## src/rtl/bit_serializer.sv

```systemverilog
// bit_serializer: parallel-to-serial front end for the divisible-by-5 detector.
// A word of up to WIDTH bits is accepted over a valid/ready handshake. It is then
// emitted one bit per cycle on out_bit/out_valid. The default order is MSB-first.
// out_start flags the first bit of a word and out_last flags the final bit.
//
// Optional feature macro: BIT_SERIALIZER_LSB_FIRST_EN. When it is defined, the
// word is emitted LSB-first.
//
// Ports:
//   clk       rising-edge clock
//   rst       synchronous reset, active-high
//   in_valid  in_data/in_len valid
//   in_ready  word can be accepted this cycle
//   in_data   word; the used bits are in_data[len-1:0]
//   in_len    bits to emit; 0 or >WIDTH means WIDTH
//   out_ready downstream consumes out_bit this cycle
//   out_valid out_bit valid
//   out_bit   serial data bit
//   out_start first bit of a word
//   out_last  last bit of a word
//   busy      a word is loaded and not fully emitted
module bit_serializer #(
   parameter int unsigned WIDTH = 8,
   parameter int unsigned LEN_W = $clog2(WIDTH + 1)
) (
   input  logic             clk,
   input  logic             rst,
   input  logic             in_valid,
   output logic             in_ready,
   input  logic [WIDTH-1:0] in_data,
   input  logic [LEN_W-1:0] in_len,
   input  logic             out_ready,
   output logic             out_valid,
   output logic             out_bit,
   output logic             out_start,
   output logic             out_last,
   output logic             busy
);

   typedef enum logic {
      IDLE  = 1'b0,
      SHIFT = 1'b1
   } state_t;

   state_t           state, state_d;
   logic [WIDTH-1:0] sr, sr_d;
   logic [LEN_W-1:0] cnt, cnt_d;
   logic [LEN_W-1:0] len_q, len_d;
   logic [LEN_W-1:0] eff_len;
   logic [WIDTH-1:0] load_word;
   logic             accept;
   logic             fire;

   // Clamp an illegal length (0 or >WIDTH) to the full width.
   always_comb begin
      eff_len = in_len;
      if (in_len == '0 || in_len > LEN_W'(WIDTH)) begin
         eff_len = LEN_W'(WIDTH);
      end
   end

`ifdef BIT_SERIALIZER_LSB_FIRST_EN
   // Right-aligned as given. Bits above len-1 never reach bit 0 before the count expires.
   assign load_word = in_data;
   assign out_bit   = sr[0];
`else
   // Left-align so that bit len-1 sits at the MSB. Unused upper bits shift out.
   assign load_word = in_data << (LEN_W'(WIDTH) - eff_len);
   assign out_bit   = sr[WIDTH-1];
`endif

   assign out_valid = (state == SHIFT);
   assign busy      = (state == SHIFT);
   assign out_start = (state == SHIFT) && (cnt == len_q);
   assign out_last  = (state == SHIFT) && (cnt == LEN_W'(1));
   assign in_ready  = (state == IDLE) || (out_last && out_ready);
   assign accept    = in_valid && in_ready;
   assign fire      = out_valid && out_ready;

   // State and datapath registers.
   always_ff @(posedge clk) begin
      if (rst) begin
         state <= IDLE;
         sr    <= '0;
         cnt   <= '0;
         len_q <= '0;
      end else begin
         state <= state_d;
         sr    <= sr_d;
         cnt   <= cnt_d;
         len_q <= len_d;
      end
   end

   // Next-state logic. A last-bit consume together with an accept reloads the
   // registers without a bubble.
   always_comb begin
      state_d = state;
      sr_d    = sr;
      cnt_d   = cnt;
      len_d   = len_q;
      unique case (state)
         IDLE: begin
            if (accept) begin
               state_d = SHIFT;
               sr_d    = load_word;
               cnt_d   = eff_len;
               len_d   = eff_len;
            end
         end
         SHIFT: begin
            if (fire) begin
               if (out_last) begin
                  if (accept) begin
                     sr_d  = load_word;
                     cnt_d = eff_len;
                     len_d = eff_len;
                  end else begin
                     state_d = IDLE;
                     cnt_d   = '0;
                  end
               end else begin
`ifdef BIT_SERIALIZER_LSB_FIRST_EN
                  sr_d = sr >> 1;
`else
                  sr_d = sr << 1;
`endif
                  cnt_d = cnt - LEN_W'(1);
               end
            end
         end
         default: state_d = IDLE;
      endcase
   end

endmodule

```

## config.mk

```make
export PLATFORM = sky130hd
export DESIGN_NAME = bit_serializer
export DESIGN_NICKNAME = d
export VERILOG_FILES = /design/src/rtl/bit_serializer.sv
export SDC_FILE = /design/constraint.sdc
export NUM_CORES = 1
export LEC_CHECK = 0
export ABC_CLOCK_PERIOD_IN_PS = 6350
export CAP_MARGIN = 20
export CORE_AREA = 4 4 51 53
export CTS_BUF_LIST = sky130_fd_sc_hd__clkbuf_4 sky130_fd_sc_hd__clkbuf_8
export DETAILED_ROUTE_END_ITERATION = 16
export DIE_AREA = 0 0 55 57
export PLACE_DENSITY = 0.85
export SYNTH_ARGS = -nofsm -noshare
export SYNTH_HDL_FRONTEND = slang
export SYNTH_SLANG_ARGS = --single-unit
```

## constraint.sdc

```tcl
create_clock -name clk -period 6.35 [get_ports clk]
set_clock_uncertainty 0.2 [all_clocks]
set_input_delay 1.905 -clock clk [delete_from_list [all_inputs] [get_ports clk]]
set_output_delay 1.905 -clock clk [all_outputs]
set_load 0.03 [all_outputs]
```

==> results.toml <==
[finish]
final_cells = 182
num-nets-final = 174
final_common_cell = "clkdlybuf4s50_1"
final_cell_mix = "clkdlybuf4s50_1, dfxtp_1, a21oi_1"
area_delta_synth_final_pct = 21.4
n_antenna_cell = 0
n_fill_cell = 187
layout-drive-gt1-share_pct = 11.7

[logic_synthesis]
synth_fp_nets = 152
ys_ff_latch = 17
ys_warn_count = 0
synth-edff-count = 0
synthDistinctLibCells = 41
synth_area_per_cell_um2 = 8.75
synth_top_area_share_pct = 29.2
synthArstFlopShare_pct = 0
ys.flop_type = "dfxtp_1"
ys_top_cells_by_area = "dfxtp_1, a21oi_1, o221ai_1"
syn_inst = 133
yosysTopAreaCell = "dfxtp_1"
yosysSeqAreaShare_pct = 29.2
syn_area_um2 = 1160

[cts]
cts_tree = "done"
numCtsBuffers = 3
path_clk_slew_ns = 0.09
cts_setup_buffers = 0
htreeDepth = 1
cts.repair.resized = 0
hold_buffers = 0
ctsLongestPathBuffers = 2
cts_sinks = 17
ctsRootBufferMaster = "clkbuf_4"
insertion_delay_ns = 0.29

[grt]
grt_pass1_wl_mm = 4.14
first_global_vias = 974
grt.total_usage_pct = 17.9
grt_max_degree = 14
grt_overflow = 0
antenna_found_initial = 0

[route]
drcViolationCount = 0
wire_per_inst_um = 14.5
drtAntennaViolNets = 0
drt-initial-drc-count = 38
drtPass1Iterations = 4
vias_per_cell = 6.05
vias = 1102
routed_wirelength_mm = 2.64

[floorplan]
core-area_um2 = 2150
ioPinCount = 22
die_area_um2 = 3140
start_util_pct = 54.2
row_count = 17
dieHeight_um = 57
die_x_um = 55

[critical_path]
worstSetupEndpointType = "output port"
critPathKind = "primary input to output port"
r2r_start = "cnt[0]"
worstPathRequired_ns = 4.24
critPathArrivalTime_ns = 3.65
startpoint = "out_ready"
setup.worst_path.start_class = "primary input"
worstPathMaxFanout = 7

[power]
power_leakage_nw = 0.536
p_total_w = 0.000294
vdd_drop_max_mv = 0.102
p_per_area_nw_per_um2 = 208

[sta]
worst_pin_slew_ns = 0.603
fin_crit_sh_pct = 90.6
rsz0062_at_grt = "false"
min_period_ns = 5.75
slew_violations = 0
timing.hold.ws_ns = 0.273
fmax_mhz = 174
setup_viol = 0
hold_viol_final = 0
max-slew-margin-rel_pct = 59.7
timing.final.ws_setup_ns = 0.595
fin_setup_tns_ns = 0

[flow_run]
cap_violations = 0

[place]
gp_congestion = 0.867
port_buffers = 21
hpwl_mm = 2.05
dp_cells = 178
pre_cts_slack_ns = 0.609

[worst_hold_path]
hp-start = "len_q[2]"
holdCritPathClass = "flop to flop"

[run_status]
status = "finished, final reports clean"
==> path summary, 6_finish.rpt <==
check             end  slack (ns)  cells past startpoint
max          in_ready        0.60                      4
min          len_q[2]        0.27                      2
max reg2reg     sr[4]        4.21                      6
min reg2reg  len_q[2]        0.27                      2
==> cell usage after synthesis, drive strengths merged (2+ instances only) <==
master / count
a31oi: 3
o21ai: 5
mux4: 3
o221ai: 7
nand2: 14
mux2i: 5
xor2: 2
nand2b: 4
nor3b: 2
mux2: 2
nor3: 7
ha: 3
buf: 2
xnor2: 4
nor2b: 2
o22ai: 2
dfxtp: 17
a21oi: 16
nor2: 13
clkbuf: 2
inv: 7
==> cell families (layout without fill, tap and decap cells) <==
group | after synthesis | in the layout | synth area share [%]
compound gates | 37 | 37 | 20.6
xor+xnor | 6 | 6 | 6.13
fa+ha+maj | 3 | 3 | 3.23
buf+inv | 11 | 32 | 4.95
flops | 17 | 17 | 29.2
mux | 10 | 10 | 12.7
simple gates | 49 | 49 | 23.1
==> layout make-up <==
type	instances	area [um2]	area share (%)
Sequential cell	17	340	24.1
Clock buffer	4	30.0	2.13
Timing Repair Buffer	21	210	14.9
Multi-Input combinational cell	105	766	54.2
Tap cell	28	35.0	2.48
Inverter	7	31.3	2.21
==> flip-flops by register name, summed over array words and instances, names as in the netlist <==
signal  count
busy        1
len_q       4
cnt         4
sr          8
==> worst max-delay path: stages <==
cell             delay [ns]
clkdlybuf4s50_1        0.48
nor2b_1                0.51
nor2_1                 0.13
clkdlybuf4s50_1        0.62
==> through the flow <==
step	instance area, um2	utilization, %
floorplan	1160	-
global placement	1380	64.4
detailed placement	1380	64.4
CTS	1410	65.8
global route	1410	65.8
finish	1410	65.8
==> routing by layer <==
metal  vias up  wire length [um]  track usage, %
met5         -                 0               0
met4         0                75            10.4
met3         7               192            1.57
met2        51              1290            30.4
met1       511              1080            21.2
li1        533                 -               -
==> where the power goes <==
group          switching, W  internal [W]
Clock             0.0000325     0.0000287
Combinational     0.0000553     0.0000498
Sequential        0.0000106      0.000117
Total             0.0000984      0.000196
No activity file was read; power rests on OpenSTA's default activity.
